<file path="src/rtl/riscv_fetch_pkg.sv">
// Shared types and constants for the instruction fetch unit.
package riscv_fetch_pkg;

   typedef enum logic [1:0] {FS_BOOT, FS_RUN, FS_DRAIN} fetch_state_e;

   localparam logic [31:0] INST_NOP         = 32'h0000_0013;
   localparam logic [31:0] DEFAULT_RESET_PC = 32'h0000_0000;

   // One buffered fetch result: the address it was fetched from plus the word.
   typedef struct packed {
      logic [31:0] pc;
      logic [31:0] data;
   } fetch_entry_t;

endpackage

</file>
<file path="src/rtl/riscv_fetch_fifo.sv">
// Small flushable FIFO holding {pc, instruction} pairs. Flush wins over push/pop.
module riscv_fetch_fifo #(
   parameter int DEPTH = 2
) (
   input  logic                       clk,
   input  logic                       rst,
   input  logic                       push,
   input  logic [63:0]                push_data,
   input  logic                       pop,
   input  logic                       flush,
   output logic [63:0]                head_data,
   output logic [$clog2(DEPTH+1)-1:0] count,
   output logic                       empty
);
   localparam int CW = $clog2(DEPTH + 1);
   localparam int PW = (DEPTH > 1) ? $clog2(DEPTH) : 1;

   logic [63:0]   mem [DEPTH];
   logic [PW-1:0] wr_ptr;
   logic [PW-1:0] rd_ptr;
   logic          full;
   logic          push_ok;
   logic          pop_ok;

   function automatic logic [PW-1:0] ptr_inc(input logic [PW-1:0] p);
      return (p == PW'(DEPTH - 1)) ? '0 : p + 1'b1;
   endfunction

   assign empty     = (count == '0);
   assign full      = (count == CW'(DEPTH));
   assign pop_ok    = pop && !empty;
   assign push_ok   = push && (!full || pop_ok);
   assign head_data = mem[rd_ptr];

   // Pointer and occupancy bookkeeping; a flush empties the FIFO in one cycle.
   always_ff @(posedge clk or posedge rst) begin
      if (rst) begin
         wr_ptr <= '0;
         rd_ptr <= '0;
         count  <= '0;
      end else if (flush) begin
         wr_ptr <= '0;
         rd_ptr <= '0;
         count  <= '0;
      end else begin
         if (push_ok) wr_ptr <= ptr_inc(wr_ptr);
         if (pop_ok)  rd_ptr <= ptr_inc(rd_ptr);
         count <= count + CW'(push_ok) - CW'(pop_ok);
      end
   end

   // Storage array; contents need no reset since count guards every read.
   always_ff @(posedge clk) begin
      if (push_ok && !flush) mem[wr_ptr] <= push_data;
   end

endmodule

</file>
<file path="src/rtl/riscv_fetch.sv">
// Instruction fetch: owns the PC, issues in-order imem requests under a credit
// limit, buffers tagged responses and streams them to the decoder.
// Handshakes: a transfer happens on a cycle where valid && ready are both high;
// a valid source holds its payload stable until that cycle. Responses have no
// ready and are always taken.
module riscv_fetch
   import riscv_fetch_pkg::*;
#(
   parameter logic [31:0] RESET_PC = DEFAULT_RESET_PC,
   parameter int          DEPTH    = 2
) (
   input  logic        clk,
   input  logic        rst,
   output logic        imem_req_valid,
   input  logic        imem_req_ready,
   output logic [31:0] imem_req_addr,
   input  logic        imem_resp_valid,
   input  logic [31:0] imem_resp_data,
   input  logic        redirect_valid,
   input  logic [31:0] redirect_pc,
   output logic        inst_valid,
   input  logic        inst_ready,
   output logic [31:0] inst,
   output logic [31:0] inst_pc
);
   localparam int CW = $clog2(DEPTH + 1);

   fetch_state_e state, state_nxt;
   logic [31:0]  pc, pc_nxt;
   logic [31:0]  resp_pc, resp_pc_nxt;   // address of the next live response
   logic [CW-1:0] outstanding, out_nxt;
   logic [CW-1:0] drop_cnt, drop_nxt;
   logic [CW-1:0] fifo_count;
   logic          fifo_empty;
   logic [63:0]   head_data;
   fetch_entry_t  head_e;
   logic          req_fire, resp_ok, push, pop;

   assign imem_req_valid = (state == FS_RUN) &&
                           (({1'b0, outstanding} + {1'b0, fifo_count}) < (CW+1)'(DEPTH));
   assign imem_req_addr  = pc;
   assign req_fire       = imem_req_valid && imem_req_ready;
   // A response with nothing outstanding is stale (e.g. from before reset).
   assign resp_ok        = imem_resp_valid && (outstanding != '0);
   assign push           = resp_ok && (state == FS_RUN) && !redirect_valid;
   assign pop            = inst_valid && inst_ready;
   assign out_nxt        = outstanding + CW'(req_fire) - CW'(resp_ok);

   assign head_e     = fetch_entry_t'(head_data);
   assign inst_valid = !fifo_empty;
   assign inst       = inst_valid ? head_e.data : INST_NOP;
   assign inst_pc    = inst_valid ? head_e.pc : 32'h0;

   riscv_fetch_fifo #(.DEPTH(DEPTH)) u_fifo (
      .clk       (clk),
      .rst       (rst),
      .push      (push),
      .push_data ({resp_pc, imem_resp_data}),
      .pop       (pop),
      .flush     (redirect_valid),
      .head_data (head_data),
      .count     (fifo_count),
      .empty     (fifo_empty)
   );

   // State, PC and counter registers.
   always_ff @(posedge clk or posedge rst) begin
      if (rst) begin
         state       <= FS_BOOT;
         pc          <= RESET_PC;
         resp_pc     <= RESET_PC;
         outstanding <= '0;
         drop_cnt    <= '0;
      end else begin
         state       <= state_nxt;
         pc          <= pc_nxt;
         resp_pc     <= resp_pc_nxt;
         outstanding <= out_nxt;
         drop_cnt    <= drop_nxt;
      end
   end

   // Next-state logic; a redirect overrides everything and counts the
   // requests still in flight after this cycle as words to discard.
   always_comb begin
      state_nxt   = state;
      pc_nxt      = pc;
      resp_pc_nxt = resp_pc;
      drop_nxt    = drop_cnt;
      if (req_fire) pc_nxt = pc + 32'd4;
      if (push)     resp_pc_nxt = resp_pc + 32'd4;
      case (state)
         FS_BOOT:  state_nxt = FS_RUN;
         FS_RUN:   state_nxt = FS_RUN;
         FS_DRAIN: begin
            if (resp_ok) begin
               drop_nxt = drop_cnt - CW'(1);
               if (drop_cnt == CW'(1)) state_nxt = FS_RUN;
            end
         end
         default:  state_nxt = FS_BOOT;
      endcase
      if (redirect_valid) begin
         pc_nxt      = redirect_pc & 32'hFFFF_FFFC;
         resp_pc_nxt = redirect_pc & 32'hFFFF_FFFC;
         drop_nxt    = out_nxt;
         state_nxt   = (out_nxt != '0) ? FS_DRAIN : FS_RUN;
      end
   end

endmodule
</file>
<file path="config.mk">
export PLATFORM = sky130hd
export DESIGN_NAME = riscv_fetch
export DESIGN_NICKNAME = d
export VERILOG_FILES = /design/src/rtl/riscv_fetch_pkg.sv /design/src/rtl/riscv_fetch_fifo.sv /design/src/rtl/riscv_fetch.sv
export SDC_FILE = /design/constraint.sdc
export NUM_CORES = 1
export LEC_CHECK = 0
export CORE_MARGIN = 1.5
export CORE_UTILIZATION = 40
export DETAILED_ROUTE_END_ITERATION = 16
export PLACE_DENSITY = 0.66
export SLEW_MARGIN = 40
export SYNTH_ARGS = -nofsm -noshare
export SYNTH_HDL_FRONTEND = slang
export SYNTH_SLANG_ARGS = --single-unit
</file>
<file path="constraint.sdc">
create_clock -name clk -period 7.4 [get_ports clk]
set_input_delay 1.48 -clock clk [delete_from_list [all_inputs] [get_ports clk]]
set_output_delay 1.48 -clock clk [all_outputs]
set_load 0.05 [all_outputs]
</file>
== After elaboration in Yosys (flattened, before gate mapping) ==
Memory sizes are Yosys's and may differ from the RTL's.
Index checks and enable logic that the tools add are counted.
Storage, ports and cells
  register bits after elaboration: 74
  bits in writable memories: 128
  input bits: 70
  output and inout bits: 98
  memories kept: 1
Operators by class
  add/sub/neg operators: 10
  order comparisons: 1
  equal/unequal tests: 6
  multiplexer cells: 23
  reductions and logical operators: 26
Memory list
  u_fifo.mem: depth 2, width 64, read ports 1, clocked after memory_dff 0, write ports 1, RTL line riscv_fetch_fifo.sv:18  | logic [63:0] mem [DEPTH];
Operators with widths (number)
  $mux W32: 6
  $add A32 B3 Y32 const B: 2
  $mux W2: 8
  $reduce_bool A2 Y1: 8
  $logic_and A1 B1 Y1: 9
  $mux W1: 8
  $ne A3 B3 Y1 const B: 2
  $add A2 B1 Y2: 2
  $eq A2 B1 Y1 const B: 2
  $eq A2 B2 Y1 const B: 2
  $logic_not A2 Y1: 2
  $pmux W2 S2: 1
  $reduce_and A2 Y1: 2
  $sub A2 B1 Y2: 2
  $add A2 B2 Y3: 1
  $logic_not A1 Y1: 3
  $lt A3 B2 Y1 const B: 1
  $add A1 B1 Y1 const B: 2
  $reduce_or A2 Y1: 1
  $sub A2 B1 Y2 const B: 1
  $logic_or A1 B1 Y1: 1

== Longest topological paths before layout ==
Gate-level depths: netlist (run 1).
  depth in word-level cells: 9
  mapped depth: 12

== Cells and area by module ==
Synthesis (run 1) repeated with hierarchy kept, for this count alone.
Second synthesis, totals
  cells, all modules: 742
  area, all modules: 9371.5 µm²
By module, submodules not included
  riscv_fetch_fifo: times used 1, cells an instance 222, area an instance 4859.7 µm², sequential area each 3943.8 µm²
  riscv_fetch: times used 1, cells an instance 520, area an instance 4511.8 µm², sequential area each 1651.6 µm²

== Worst setup path after synthesis (run 1) ==
No wires, ideal clock.
  path kind: input to register
  start point: input imem_resp_valid
  end point: memory u_fifo.mem[0][0], enable pin
  library setup time: 0.491 ns
  data arrival time: 5.122 ns
  data required time: 6.909 ns
  path slack: 1.787 ns
  cell stages on the path: 3
  path through: o21ai_1 a2111oi_0 nor2b_1
Between the ends
  cells in the longest elaborated chain, start to end: 7
RTL lines
  start, declared: RTL line riscv_fetch.sv:17  | input logic imem_resp_valid,
  $logic_and A1 B1 Y1: RTL line riscv_fetch.sv:44  | assign resp_ok = imem_resp_valid && (outstanding != '0);
  $logic_and A1 B1 Y1 (2 in series): RTL line riscv_fetch.sv:45  | assign push = resp_ok && (state == FS_RUN) && !redirect_valid;
  $logic_and A1 B1 Y1: RTL line riscv_fetch_fifo.sv:32  | assign push_ok = push && (!full || pop_ok);
  $logic_and A1 B1 Y1: RTL line riscv_fetch_fifo.sv:54  | if (push_ok && !flush) mem[wr_ptr] <= push_data;
  $mux W1: RTL line riscv_fetch_fifo.sv:54
  $mux W1 (implied by the code): RTL line riscv_fetch_fifo.sv:54
  end, declared: RTL line riscv_fetch_fifo.sv:18
No other way between the ends.

== Final worst setup path (run 1) ==
  start point: register u_fifo.count[0]
  end point: output imem_req_valid
Between the ends
  cells in the longest elaborated chain, start to end: 3
RTL lines
  start, declared: RTL line riscv_fetch_fifo.sv:12  | output logic [$clog2(DEPTH+1)-1:0] count,
  start signal, assigned: RTL line riscv_fetch_fifo.sv:48  | count <= count + CW'(push_ok) - CW'(pop_ok);
  $add A2 B2 Y3: RTL line riscv_fetch.sv:40  | (({1'b0, outstanding} + {1'b0, fifo_count}) < (CW+1)'(DEPTH));
  $lt A3 B2 Y1: RTL line riscv_fetch.sv:40
  $logic_and A1 B1 Y1: RTL line riscv_fetch.sv:39  | assign imem_req_valid = (state == FS_RUN) &&
  end, declared: RTL line riscv_fetch.sv:14  | output logic imem_req_valid,
No other way between the ends.

==> reports/results.ini, run 1 <==
[pwr]
clkPwrFrac = 0.218
pwr-share-comb = 0.443
ir_worst_vdd_uv = 178
net-switching-power_uw = 1740
seqPwrFrac = 0.339
internal_power_uw = 2370
power.leakage_uw = 0.00393
power.density_nw_per_um2 = 359
p_sw_frac = 0.424

[synthesis]
ys_seq_area_frac = 0.611
yosysUniqueCellTypes = 55
synth_top_family_by_area = simple AND/OR/NAND/NOR gates
synth-compound-area-share = 0.0865
async_reset_ff_frac = 0.361
synth_seq_cells = 194
yosysWarnings = 0
synth-adder-area-share = 0.0120
syn_inst = 738
yosysMostFrequentCell = edfxtp_1
synthFlopType = edfxtp_1
synthXorXnorAreaFrac = 0.0186
yosys-top-cells-count = 124 x edfxtp_1, 101 x nor2_1, 70 x dfrtp_1
yosysTopAreaCell = edfxtp_1
synth_area_leaders = edfxtp_1 42%, dfrtp_1 20%, mux2i_1 7.3%
synth_edf_count = 124
yosys.area_share.simple = 0.154
synthDominantCellAreaShare = 0.415
syn_area_per_cell_um2 = 12.1
synth_mux_area_frac = 0.0877
synth.cell_area_um2 = 8960

[clock_network]
h-tree-depth = 4
clockBufferDepth = 2
ctsHoldBuffers = 0
cts_resized = 0
clock_latency_ns = 0.44
cts_made_buffers = 17
path_clk_slew_ns = 0.07
postCtsSetupBuffers = 0
cts.sinks = 194
cts-root-buf = clkbuf_16
cts_tree = yes

[die]
die_h_um = 153
coreArea_um2 = 21900
die_w_um = 153
rows = 54
die_area_um2 = 23300
initial_core_util = 0.409
io_pins = 168

[route]
via_count = 6481
first_iter_violations = 504
via_per_inst = 5.50
drc_errors = 0
routed_wl_um = 20900
wire_per_inst_um = 17.7
postRouteAntennaNets = 0
dr.pass1.iters = 5

[sta]
relSlewSlack = 0.528
fmax_ghz = 0.232
rsz0062_at_grt = no
tns_ns = 0
setup_viol = 0
fin_crit_ns = 4.31
fin_hold_ws_ns = 0.538
drv_slew = 0
hold_viol_final = 0
clock-skew-final_ns = 0.0165
fin_crit_sh = 0.583
worst_pin_slew_ns = 0.707
worst_slack_ns = 3.09

[global_route]
grt_pass1_wl_um = 33400
grt_antenna_before_repair = 0
track_usage = 0.181
grt_max_degree = 71
grt_pass1_vias = 5994
grt-ovfl-total = 0

[final_layout]
post-route-util = 0.523
fin_area_um2 = 11500
antenna_cells = 0
fin_nets = 963
post_route_cells_drive_above_1_share = 0.0757
area_delta_synth_final_pct = 27.8

[job]
max_cap_viol_count = 0

[critical_path]
crit_start = u_fifo.count[0]$_DFF_PP0_
worstPathMaxFanout = 11
reg2reg_from = u_fifo.count[0]$_DFF_PP0_
slowest_delay_ns = 0.83
crit_chain = and2_1 -> fa_1 -> nor4b_2 -> buf_4 -> clkdlybuf4s50_1
critPathSlowestCell = clkdlybuf4s50_1
criticalPathCategory = reg2out
critPathCaptureType = primary output
critical_path_arrival_ns = 2.83
worstPathRequired_ns = 5.92
crit_path_start_kind = flip-flop

[placed_design]
place_area_um2 = 10900
portBuffers = 161
dpl.hpwl_um = 14000
finalWeightedCongestion = 0.823
dp_slack_ns = 2.97

[status]
status = complete, no violations

[worst_hold_path]
hold_class = reg2reg
hp-start = resp_pc[8]$_DFFE_PP0N_

-- power by group through the flow --
stage	Combinational, µW	Sequential [µW]	Clock (µW)
final	1820	1390	894
after global routing	1930	1410	965
after CTS	1840	1390	916
after detailed placement	1840	1410	0
after global placement	1750	1470	0
after floorplan	1200	1430	0
-- cells by family after synthesis --
kind of cell    after synthesis
compound gates              111
fa+ha+maj                     8
flops                       194
other cells                   1
xor+xnor                     19
buf+inv                      63
mux                          77
simple gates                265
-- critical path, delay by kind of cell (launching register included) --
family / cells / cell delay, ns
fa+ha+maj: 1 / 0.45
buf+inv: 2 / 1.07
flops: 1 / 0.43
simple gates: 2 / 0.44
-- through the flow --
stage	instances	power [µW]
2_1_floorplan	741	2630
3_3_place_gp	1143	3220
3_5_place_dp	1146	3250
4_1_cts	1178	4150
5_1_grt	1178	4310
6_report	1178	4110
-- state kept, by name (all words and copies together), names as in the netlist --
register,cells
outstanding,2
u_fifo.wr_ptr,1
drop_cnt,2
u_fifo.mem,124
resp_pc,30
u_fifo.count,2
u_fifo.rd_ptr,1
imem_req_addr,30
state,2
-- worst paths after layout --
path / to / slack [ns] / cells after the start
setup reg to reg: state[0]$_DFFE_PP0P_ / 4.26 / 12
max in group asynchronous: u_fifo.rd_ptr$_DFFE_PP0P_ / 5.34 / 3
min in group asynchronous: imem_req_addr[4]$_DFFE_PP0P_ / 1.51 / 3
hold reg to reg: u_fifo.mem[0][40]$_DFFE_PP_ / 0.54 / 0
hold / removal: u_fifo.mem[0][40]$_DFFE_PP_ / 0.54 / 0
setup / recovery: imem_req_valid / 3.09 / 5
-- cells in the final DEF (no fill, tap or decap), drive strengths merged, types with 2 or more instances in the layout --
cell type      netlist  final
a211oi              13     13
a21o                 5      5
a21oi                6      6
a31oi               28     28
and2                 6      6
and3                 7      7
and4                 8      8
and4b                3      3
buf                 18     12
clkbuf              29     17
clkdlybuf4s50        0    160
clkinv               1      6
clkinvlp             0      3
conb                 1      4
dfrtp               70     70
edfxtp             124    124
ha                   7      7
inv                 15     21
mux2                12     12
mux2i               65     65
nand2               28     28
nand2b               4      4
nand3               18     18
nand4               20     20
nor2               101    101
nor2b                7      7
nor3                 8      8
nor4                11     11
o21ai               15     15
o311a                6      6
o31a                 2      2
o31ai               26     26
or2                  3      3
or3                 13     13
or4                 25     25
xnor2               15     15
xor2                 4      4
-- layer usage --
| layer | routed length [µm] | part of all wire | GRT usage |
|---|---|---|---|
| met1 | 10100 | 0.48 | 0.272 |
| met3 | 1310 | 0.063 | 0.0378 |
| met2 | 9270 | 0.44 | 0.269 |
| met4 | 191 | 0.0092 | 0.0444 |
| met5 | 0 | 0 | 0 |
-- layout make-up --
| type | count | area, µm² |
|---|---|---|
| clock inverter | 15 | 150 |
| multi-input combinational | 484 | 3250 |
| timing repair buffer | 172 | 1740 |
| sequential | 194 | 5480 |
| fill | 1905 | 10400 |
| inverter | 16 | 60.1 |
| tap | 280 | 350 |
| clock buffer | 17 | 425 |
Note: power is estimated with default switching activity, not from simulation.
==> inputs of run 2 (changes only) <==
clock period = 4 ns   (was 7.4 ns; I/O delays follow)
==> reports/results.ini, run 2 (same netlist as run 1, synthesis figures left out) <==
[status]
status = complete, no violations

[critical_path]
critPathCaptureType = primary output
worstPathRequired_ns = 3.20
worstPathMaxFanout = 39
critical_path_arrival_ns = 2.67
r2r_cells = 12
criticalPathCategory = reg2out
crit_path_start_kind = flip-flop

[clock_network]
cts_tree = yes
clockBufferDepth = 2
cts.sinks = 194
ctsHoldBuffers = 0
path_clk_slew_ns = 0.06
postCtsSetupBuffers = 0
clock_latency_ns = 0.42
cts-root-buf = clkbuf_16
h-tree-depth = 4
cts_made_buffers = 17
cts_resized = 0

[final_layout]
fin_nets = 972
post_route_cells_drive_above_1_share = 0.0827
antenna_cells = 0
fin_area_um2 = 11500
nFillCells = 1908
fin_cells = 1187
multiInputGateArea_um2 = 3250
largest_register_ffs = 124
final_cell_mix = 159 x clkdlybuf4s50_1, 124 x edfxtp_1, 100 x nor2_1, 69 x dfrtp_1, 65 x mux2i_1
area.sequential_um2 = 5480
final_common_cell = clkdlybuf4s50_1
area_delta_synth_final_pct = 28.3
top_register = u_fifo.mem
post-route-util = 0.525

[global_route]
track_usage = 0.180
grt-ovfl-total = 0
grt_max_degree = 47
grt_antenna_before_repair = 0
grt_pass1_wl_um = 33500
grt_pass1_vias = 6252

[die]
rows = 54
die_area_um2 = 23300
coreArea_um2 = 21900
die_h_um = 153
die_w_um = 153
io_pins = 168
initial_core_util = 0.409

[route]
first_iter_violations = 479
via_count = 6557
via_per_inst = 5.52
postRouteAntennaNets = 0
wire_per_inst_um = 17.5
dr.pass1.iters = 6
drc_errors = 0
routed_wl_um = 20800

[pwr]
ir_worst_vdd_uv = 348
power.leakage_uw = 0.00396
power.density_nw_per_um2 = 654

[worst_hold_path]
hold_depth = 0
hold_class = reg2reg

[sta]
clock-skew-final_ns = 0.00994
relSlewSlack = 0.530
drv_slew = 0
worst_pin_slew_ns = 0.706
fin_crit_sh = 0.868
hold_viol_final = 0
tns_ns = 0
setup_viol = 0
fmax_ghz = 0.288
rsz0062_at_grt = no
fin_crit_ns = 3.47

[placed_design]
place_area_um2 = 11000
finalWeightedCongestion = 0.842
dpl.hpwl_um = 14400
place_inst = 1155
portBuffers = 161

[job]
max_cap_viol_count = 0

-- run 2: layer usage --
layer  track usage  wire (µm)
met5             0          0
met4        0.0513        221
met3        0.0299       1090
met2         0.281       9720
met1         0.258       9770
-- run 2: critical path: stages (launching register included) --
cell             delay (ns)
dfrtp_4                0.89
buf_12                 0.29
mux2i_1                0.10
nor2_1                 0.12
clkdlybuf4s50_1        0.82
-- run 2: cell type report --
class                           count  share of cell area
Sequential cell                   194               0.476
Multi-Input combinational cell    484               0.283
Timing Repair Buffer              181               0.158
Clock buffer                       17              0.0370
Tap cell                          280              0.0305
Clock inverter                     15              0.0101
Inverter                           16             0.00522
-- run 2: report_power, final --
group	internal, µW	switching, µW
Combinational	1160	2170
Clock	851	716
Sequential	2360	274
-- run 2: through the flow --
stage / worst slack (ns) / hold WS (ns) / power, µW
after floorplan: 0.219 / 0.437 / 4870
after global placement: 0.742 / 0.512 / 5990
after detailed placement: 0.707 / 0.519 / 6020
after CTS: 0.483 / 0.534 / 7600
after global routing: 0.397 / 0.558 / 7890
final: 0.526 / 0.545 / 7520
-- run 2: final timing paths --
path | from | end | slack (ns)
max in group asynchronous | rst | resp_pc[29]$_DFFE_PP0N_ | 2.26
worst min-delay path | resp_pc[28]$_DFFE_PP0N_ | u_fifo.mem[1][60]$_DFFE_PP_ | 0.54
worst max-delay path | u_fifo.rd_ptr$_DFFE_PP0P_ | inst[5] | 0.53
worst max register to register | u_fifo.count[0]$_DFF_PP0_ | state[1]$_DFFE_PP0P_ | 0.91
min in group asynchronous | rst | imem_req_addr[6]$_DFFE_PP0P_ | 0.80
worst min register to register | resp_pc[28]$_DFFE_PP0N_ | u_fifo.mem[1][60]$_DFFE_PP_ | 0.54
